<file path="src/rtl/aquarium_mode_seq.sv">
// Aquarium mode sequencer: accepts mode requests, enforces a minimum dwell per
// new mode, and latches an error mode on sensor fault or repeated bad requests.
module aquarium_mode_seq #(
  parameter int MIN_DWELL = 16,
  parameter int BAD_LIMIT = 3
) (
  input  logic       clk,
  input  logic       rst,
  input  logic       req_valid,
  input  logic [2:0] req_mode,
  output logic       req_ready,
  input  logic       fault,
  input  logic       fault_clr,
  output logic [4:0] select,
  output logic       mode_changed,
  output logic       err
);

  // state    | meaning
  // ST_READY | idle, accepting mode requests
  // ST_DWELL | holding a newly selected mode for MIN_DWELL cycles
  // ST_ERROR | error code on select until fault_clr with fault low
  typedef enum logic [1:0] {
    ST_READY = 2'd0,
    ST_DWELL = 2'd1,
    ST_ERROR = 2'd2
  } state_t;

  localparam logic [7:0] DWELL_LOAD = 8'(MIN_DWELL - 1);
  localparam logic [3:0] BAD_LIM    = 4'(BAD_LIMIT);
  localparam logic [4:0] SEL_ERROR  = 5'b11111;

  state_t     state_q, state_d;
  logic [4:0] select_q, select_d;
  logic [7:0] dwell_q, dwell_d;
  logic [3:0] bad_q, bad_d;
  logic       mc_q, mc_d;
  logic [3:0] bad_inc;
  logic [4:0] req_code;

  function automatic logic [4:0] encode_mode(input logic [2:0] m);
    logic [4:0] code;
    case (m)
      3'd1:    code = 5'b00001;
      3'd2:    code = 5'b00010;
      3'd3:    code = 5'b00100;
      3'd4:    code = 5'b01000;
      3'd5:    code = 5'b10000;
      default: code = 5'b00000;
    endcase
    return code;
  endfunction

  assign req_code = encode_mode(req_mode);
  assign bad_inc  = bad_q + 4'd1;

  always_comb begin
    state_d  = state_q;
    select_d = select_q;
    dwell_d  = dwell_q;
    bad_d    = bad_q;
    mc_d     = 1'b0;
    case (state_q)
      ST_READY: begin
        if (fault) begin
          state_d  = ST_ERROR;
          select_d = SEL_ERROR;
          dwell_d  = 8'd0;
          mc_d     = 1'b1;
        end else if (req_valid) begin
          if (req_mode > 3'd5) begin
            bad_d = bad_inc;
            if (bad_inc == BAD_LIM) begin
              state_d  = ST_ERROR;
              select_d = SEL_ERROR;
              dwell_d  = 8'd0;
              mc_d     = 1'b1;
            end
          end else begin
            bad_d = 4'd0;
            // In READY select always holds a valid mode code, so comparing
            // codes is the same as comparing mode indices.
            if (req_code != select_q) begin
              state_d  = ST_DWELL;
              select_d = req_code;
              dwell_d  = DWELL_LOAD;
              mc_d     = 1'b1;
            end
          end
        end
      end
      ST_DWELL: begin
        if (fault) begin
          state_d  = ST_ERROR;
          select_d = SEL_ERROR;
          dwell_d  = 8'd0;
          mc_d     = 1'b1;
        end else if (dwell_q == 8'd0) begin
          state_d = ST_READY;
        end else begin
          dwell_d = dwell_q - 8'd1;
        end
      end
      ST_ERROR: begin
        if (fault_clr && !fault) begin
          state_d  = ST_READY;
          select_d = 5'b00000;
          bad_d    = 4'd0;
          mc_d     = 1'b1;
        end
      end
      default: begin
        state_d  = ST_READY;
        select_d = 5'b00000;
        dwell_d  = 8'd0;
        bad_d    = 4'd0;
      end
    endcase
  end

  always_ff @(posedge clk) begin
    if (rst) begin
      state_q  <= ST_READY;
      select_q <= 5'b00000;
      dwell_q  <= 8'd0;
      bad_q    <= 4'd0;
      mc_q     <= 1'b0;
    end else begin
      state_q  <= state_d;
      select_q <= select_d;
      dwell_q  <= dwell_d;
      bad_q    <= bad_d;
      mc_q     <= mc_d;
    end
  end

  assign req_ready    = (state_q == ST_READY);
  assign err          = (state_q == ST_ERROR);
  assign select       = select_q;
  assign mode_changed = mc_q;

endmodule

</file>
<file path="config.mk">
export PLATFORM = sky130hd
export DESIGN_NAME = aquarium_mode_seq
export DESIGN_NICKNAME = d
export VERILOG_FILES = /design/src/rtl/aquarium_mode_seq.sv
export SDC_FILE = /design/constraint.sdc
export NUM_CORES = 1
export LEC_CHECK = 0
export CORE_MARGIN = 8
export CORE_UTILIZATION = 55
export CTS_CLUSTER_DIAMETER = 80
export DETAILED_ROUTE_END_ITERATION = 8
export PLACE_DENSITY = 0.79
export SYNTH_ARGS = -nofsm -noshare
export SYNTH_HDL_FRONTEND = slang
export SYNTH_SLANG_ARGS = --single-unit
</file>
<file path="constraint.sdc">
create_clock -name clk -period 5.3 [get_ports clk]
set_clock_uncertainty 0.1 [all_clocks]
set_input_delay 1.325 -clock clk [delete_from_list [all_inputs] [get_ports clk]]
set_output_delay 1.325 -clock clk [all_outputs]
set_load 0.05 [all_outputs]
</file>
Word-level counts from Yosys, hierarchy flattened:

Index checks and enable logic that the tools add are counted.

* register bits after elaboration: 20
* input bits: 8
* output and inout port bits: 8

* add/subtract/negate cells: 2
* $lt $le $gt $ge: 1
* eq/ne operators: 18
* mux-type cells: 39
* bitwise logic cells: 2
* reduce and logical (&&, ||, !) cells: 8

Operators with widths (number)
* 2-to-1 mux 8 bit: 7
* 2-to-1 mux 5 bit: 7
* one-hot mux 5 bit (5 select lines): 1
* one-hot mux 8 bit (3 select lines): 1
* 2-to-1 mux 2 bit: 8
* 2-to-1 mux 4 bit: 4
* one-hot mux 5 bit (3 select lines): 1
* AND reduction 5 bit: 3
* one-hot mux 4 bit (3 select lines): 1
* logical NOT 8 bit: 1
* subtractor 8 x 1 -> 8 bit (second input constant): 1
* 2-to-1 mux 1 bit: 7
* == test 3 x 2 -> 1 bit (second input constant): 2
* == test 3 bit (second input constant): 2
* inequality test 2 bit (second input constant): 3
* inequality test 3 bit (second input constant): 2
* one-hot mux 2 bit (3 select lines): 1
* inequality test 5 bit: 1
* adder 4 x 1 -> 4 bit (second input constant): 1
* == test 4 x 2 -> 1 bit (second input constant): 1
* inequality test 4 x 1 -> 1 bit (second input constant): 1
* inequality test 4 x 3 -> 1 bit (second input constant): 1
* AND reduction 4 bit: 1
* == test 3 x 1 -> 1 bit (second input constant): 1
* other kinds (10): 11

Logic depth before layout (Yosys ltp):

Gate-level depths: netlist of the first run.

* depth after elaboration: 8
* gate-level depth with buffers: 8

Worst setup path before layout of the first run:

No wires, ideal clock.

* path type: input port to flip-flop
* start: input port req_mode[0]
* end: register dwell_q[0]
* data arrival time: 3.022 ns
* required time: 5.081 ns
* slack: 2.059 ns
* cell stages on the path: 7
* path buffers: 1
* cell sequence: buf_6 -> or4bb_1 -> a21oi_2 -> o22ai_2 -> a311oi_4 -> nor3_2 -> o221a_1

* word-level cells in the longest chain between the ends: 5

RTL lines
* start: declaration: line 10 `input logic [2:0] req_mode,`
* == test 3 bit (tied with other cells): line 43 `case (m)`
* one-hot mux 5 bit (5 select lines) or 2-to-1 mux 8 bit (tied branches): line 43, 71
* inequality test 5 bit or 2-to-1 mux 8 bit (tied branches): line 83, 70
* inequality test 4 x 1 -> 1 bit (no line) or 2-to-1 mux 8 bit (tied branches)
* AND reduction 5 bit (no line) or one-hot mux 8 bit (3 select lines) (tied branches)
* end signal: assignment: line 131 `dwell_q <= dwell_d;`
* end: declaration: line 35 `logic [7:0] dwell_q, dwell_d;`

Several ways; a longest one is shown, not always the timed one. The select of a mux whose other input is x is not followed.
A chain may end at the register's enable or synchronous reset.

Final worst setup path of the first run:

* start: input port req_mode[2]
* end: register select_q[1], in the netlist select[1]

* word-level cells in the longest chain between the ends: 7

RTL lines
* == test 3 bit (tied with other cells): line 43
* one-hot mux 5 bit (5 select lines): line 43
* 2-to-1 mux 5 bit: line 83 `if (req_code != select_q) begin`
* 2-to-1 mux 5 bit: line 71 `if (req_mode > 3'd5) begin`
* 2-to-1 mux 5 bit: line 70 `end else if (req_valid) begin`
* 2-to-1 mux 5 bit: line 65 `if (fault) begin`
* one-hot mux 5 bit (3 select lines): line 63 `case (state_q)`
* end signal: assignment: line 130 `select_q <= select_d;`
* end: declaration: line 34 `logic [4:0] select_q, select_d;`

Several ways; a longest one is shown, not always the timed one. The select of a mux whose other input is x is not followed.

==> impl_metrics.tcl, run 1 <==
set metrics [dict create \
    run_status "finished clean" \
    p_leak_nw 0.528 \
    grt_pass1_vias 1207 \
    synth-seq-cells 20 \
    placed_cells 203 \
    worst_slack_ps 1510 \
    peakVddDrop_mv 0.185 \
    cts_tree "built" \
    vias 1324 \
    crit_arrival_ps 3850 \
    p_per_area_nw_per_um2 243 \
    utilization_pct 62.8 \
    path_clk_slew_ps 110 \
    crit_fanout 12 \
    die_width_um 65.7 \
    synth.area.top_cells "dfxtp_1, a21oi_1, nor2_1, o21ai_0, ha_1" \
    endpoint_kind "flip-flop" \
    cts_resized 0 \
    clkPwrFrac_pct 19.7 \
    finalMaxSlewViolations 0 \
    fmax_ghz 0.264 \
    async_reset_ff_share_pct 0 \
    num_rows 18 \
    ys.flop_type "dfxtp_1" \
    min_period_ps 3790 \
    die_y_um 65.7 \
    slew_headroom_pct 37.3 \
    yosys_warnings 0 \
    wire_per_inst_um 15.6 \
    synth.distinct_cells 50 \
    crit_type "input port to flip-flop" \
    coreArea_um2 2410 \
    gr-total-overflow 0 \
    syn2layout_area_growth_pct 11.5 \
    comb_power_share_pct 33.0 \
    dieArea_um2 4310 \
    p_int_mw 0.232 \
    cap_violations 0 \
    synth_area_um2 1360 \
    dp_hpwl_um 2420 \
    swShare_pct 36.8 \
    clk_latency_ps 300 \
    start_kind "input port" \
    cts_buffer_depth 2 \
    p_sw_mw 0.135 \
    syn-num-nets 180 \
    gp_routability_congestion 0.818 \
    synth_common_cells "a21oi_1, dfxtp_1, nor2_1, inv_1" \
    first_iter_violations 94 \
    synthCells 169 \
    portBuffers 15 \
    period_share_pct 71.6 \
    synth_area_per_cell_um2 8.03 \
    p_seq_share_pct 47.3 \
    fill_cells 205 \
    instances_no_fill 206 \
    critPathRequiredTime_ps 5360 \
    first_pass_iters 4 \
    pin_count 16 \
    synth_top_cell_by_area "dfxtp_1" \
    numCtsBuffers 3 \
    num_antenna_cells 0 \
    setup_viol 0 \
    ys_seq_area_share_pct 29.5 \
    grt_usage_pct 15.4 \
    rsz0062_at_grt "false" \
    place_ws_ps 1210 \
    grt_max_degree 21 \
    grt_pass1_wl_um 5440 \
    start_util_pct 56.3 \
    drcViolationCount 0 \
    synth_enable_flop_cells 0 \
    ant_nets 0 \
    drive_above_1_share_pct 5.68 \
    post-cts-setup-buffers 0 \
    antenna_found_initial 0 \
    vias_per_cell 6.43 \
    htreeDepth 1 \
    max_slew.worst_pin.slew_ps 928 \
    cts_root_buffer "clkbuf_4" \
    hold_viol_final 0 \
    wl_um 3220 \
    setup_tns_ps 0 \
    final_nets 189 \
    synth_top_area_share_pct 29.5 \
    clock-sinks 20 \
    power_mw 0.368 \
    min_path_type "flip-flop to flip-flop" \
    cts_hold_buf 0 \
]
-- layout make-up --
cell class / count / area, um^2 / area share (%)
clock buffer: 3 / 22.5 / 1.49
inverter: 9 / 33.8 / 2.23
multi-input combinational: 128 / 862 / 56.9
sequential: 20 / 400 / 26.4
tap: 30 / 37.5 / 2.48
timing repair buffer: 16 / 158 / 10.4
-- critical path, cell delays in order --
cell and delay [ps]:
clkdlybuf4s50_1 690, or4bb_1 540, a21oi_2 160, o22ai_2 130
a41oi_1 740, a211o_1 200, a21oi_1 70
-- cells in the final DEF, fill, tap and decap left out, types with 2 or more instances in the layout --
cell             count
a21oi_1             20
dfxtp_1             20
nor2_1              17
clkdlybuf4s50_1     15
inv_1                9
nand2_1              8
o21ai_0              8
nor3_1               5
o211ai_1             5
or3_1                4
a211o_1              4
o31ai_1              4
nor2b_1              3
nand4_1              3
and2_1               3
a41oi_1              3
ha_1                 3
clkbuf_4             3
or4bb_1              2
nor4b_1              2
o221a_1              2
or4_1                2
or3b_1               2
a31oi_1              2
a211oi_1             2
nand3_1              2
-- metal layers --
metal	GRT usage, %	vias to the layer above	wire length (um)
met5	0	-	0
met4	5.99	0	38
li1	-	659	-
met2	25.1	32	1570
met1	19.6	629	1460
met3	2.55	4	148
-- power groups by stage --
stage	logic [mW]	clock network, mW	registers, mW
2_1_floorplan	0.0781	0	0.186
3_3_place_gp	0.118	0	0.176
3_5_place_dp	0.120	0	0.177
4_1_cts	0.121	0.0749	0.174
5_1_grt	0.130	0.0817	0.176
6_report	0.121	0.0724	0.174
-- registers in the layout, indices dropped and copies added, names as in the netlist --
signal	flops
state_q	2
mode_changed	1
dwell_q	8
bad_q	4
select	5
-- through the flow --
step / instance area (um^2) / hold slack [ps]
global placement: 1490 / 378
floorplan: 1360 / 361
detailed placement: 1490 / 387
global route: 1510 / 423
finish: 1510 / 408
CTS: 1510 / 403
-- worst paths after layout --
path / from / end / slack, ps / cells past startpoint
setup / recovery: req_mode[2] / select[1] / 1510 / 7
hold / removal: dwell_q[3] / dwell_q[3] / 410 / 2
setup reg to reg: dwell_q[0] / dwell_q[0] / 2680 / 7
hold reg to reg: dwell_q[3] / dwell_q[3] / 410 / 2
-- logic make-up after synthesis --
family | after synthesis | share of synthesized area, %
compound gates | 63 | 34.6
simple gates | 61 | 25.5
buf+inv | 21 | 7.00
flops | 20 | 29.5
fa+ha+maj | 3 | 2.77
xor+xnor | 1 | 0.645
Note: power is estimated with default switching activity, not from simulation.
==> run 2, diff against run 1 <==
--- a/config.mk
+++ b/config.mk
@@ -6,10 +6,10 @@
 export NUM_CORES = 1
 export LEC_CHECK = 0
 export CORE_MARGIN = 8
-export CORE_UTILIZATION = 55
+export CORE_UTILIZATION = 50
 export CTS_CLUSTER_DIAMETER = 80
 export DETAILED_ROUTE_END_ITERATION = 8
-export PLACE_DENSITY = 0.79
+export PLACE_DENSITY = 0.75
 export SYNTH_ARGS = -nofsm -noshare
 export SYNTH_HDL_FRONTEND = slang
 export SYNTH_SLANG_ARGS = --single-unit
==> constraint.sdc (replaced) <==
create_clock -name clk -period 3.4 [get_ports clk]
set_clock_uncertainty 0.1 [all_clocks]
set_input_delay 0.85 -clock clk [delete_from_list [all_inputs] [get_ports clk]]
set_output_delay 0.85 -clock clk [all_outputs]
set_load 0.05 [all_outputs]
==> run 2 against run 1 <==
First-iteration DRC count is 52% higher. Largest power group unchanged. Setup slack worse by 1100 ps. Power is 83% higher. Critical path depth is 1 higher. Final cell count is 5.8% higher. Critical path type unchanged. Global-route usage is 0.30 points higher. Highest routed layer unchanged.
==> impl_metrics.tcl, run 2 (synthesis gave the netlist of run 1 again) <==
set metrics [dict create \
    placed_cells 214 \
    hold_viol_final 0 \
    dp_hpwl_um 2600 \
    min_path_type "flip-flop to flip-flop" \
    syn2layout_area_growth_pct 19.2 \
    crit_arrival_ps 3190 \
    p_per_area_nw_per_um2 417 \
    finalMaxSlewViolations 0 \
    grt_max_degree 21 \
    wl_um 3420 \
    num_rows 19 \
    start_kind "input port" \
    final_nets 199 \
    grt_pass1_wl_um 5730 \
    clk_latency_ps 310 \
    peakVddDrop_mv 0.332 \
    drcViolationCount 0 \
    crit_fanout 10 \
    numCtsBuffers 3 \
    drive_above_1_share_pct 11.8 \
    vias 1363 \
    largest_reg_flops 8 \
    post-cts-setup-buffers 0 \
    dieArea_um2 4640 \
    gp_routability_congestion 0.830 \
    rsz0062_at_grt "false" \
    htreeDepth 1 \
    grt_usage_pct 15.7 \
    setup_viol 0 \
    cts_buffer_depth 2 \
    instances_no_fill 218 \
    cap_violations 0 \
    wire_per_inst_um 15.7 \
    cts_hold_buf 0 \
    min_period_ps 3040 \
    portBuffers 15 \
    antenna_found_initial 0 \
    path_clk_slew_ps 120 \
    run_status "finished clean" \
    clock-sinks 20 \
    num_antenna_cells 0 \
    max_slew.worst_pin.slew_ps 795 \
    first_iter_violations 143 \
    die_width_um 68.1 \
    crit_type "input port to flip-flop" \
    final_cell_mix "a21oi_1, dfxtp_1, nor2_1, clkdlybuf4s50_1, buf_4" \
    cts_tree "built" \
    start_util_pct 51.0 \
    fmax_ghz 0.329 \
    period_share_pct 89.5 \
    setup_tns_ps 0 \
    cts_resized 0 \
    ant_nets 0 \
    vias_per_cell 6.25 \
    first_pass_iters 4 \
    critPathRequiredTime_ps 3550 \
    endpoint_kind "flip-flop" \
    die_y_um 68.1 \
    cts_root_buffer "clkbuf_4" \
    pin_count 16 \
    grt_pass1_vias 1353 \
    gr-total-overflow 0 \
    regMostFlops "dwell_q" \
    coreArea_um2 2660 \
    utilization_pct 60.8 \
    slew_headroom_pct 46.3 \
    p_leak_nw 0.592 \
]
==> run 2: path summary, 6_finish.rpt <==
check	start	endpoint	slack, ps	depth (start not counted)
worst min-delay path	dwell_q[3]	dwell_q[3]	410	2
worst max-delay path	req_mode[0]	dwell_q[3]	360	8
worst min register to register	dwell_q[3]	dwell_q[3]	410	2
worst max register to register	select[1]	dwell_q[3]	1070	7
==> run 2: critical path: stages <==
cell and delay [ps]:
clkdlybuf4s50_1 640, or4bb_1 550, a21oi_2 160, o22ai_2 120, a311oi_4 440, buf_4 210, o31ai_1 70, a21oi_1 150
==> run 2: area by class of cell <==
type                            instances  area, um^2
Tap cell                               31        38.8
Inverter                                9        33.8
Multi-Input combinational cell        128         862
Clock inverter                          1        30.0
Timing Repair Buffer                   26         230
Clock buffer                            3        22.5
Sequential cell                        20         400
Fill cell                             243        1040
==> run 2: per-stage QoR <==
stage	power (mW)	hold slack, ps	cell area, um^2	worst slack (ps)
floorplan	0.412	361	1360	634
detailed placement	0.479	388	1570	40.3
CTS	0.677	405	1620	381
finish	0.674	408	1620	359
global route	0.706	433	1620	221
global placement	0.473	375	1570	167
==> run 2: per-layer routing <==
metal	routed length, um	vias to the layer above	GRT usage [%]	share of wire, %
met2	1710	42	28.8	50
met3	231	5	3.27	6.8
li1	-	679	-	-
met5	0	-	0	0
met1	1430	637	17.2	42
met4	48	0	5.88	1.4
==> run 2: report_power, final <==
part           leakage (nW)  switching, mW  total, mW  internal [mW]
Sequential            0.164         0.0215      0.270          0.249
Combinational         0.401          0.122      0.205         0.0835
Clock                0.0279         0.0797      0.199          0.119
Total                 0.592          0.223      0.674          0.451
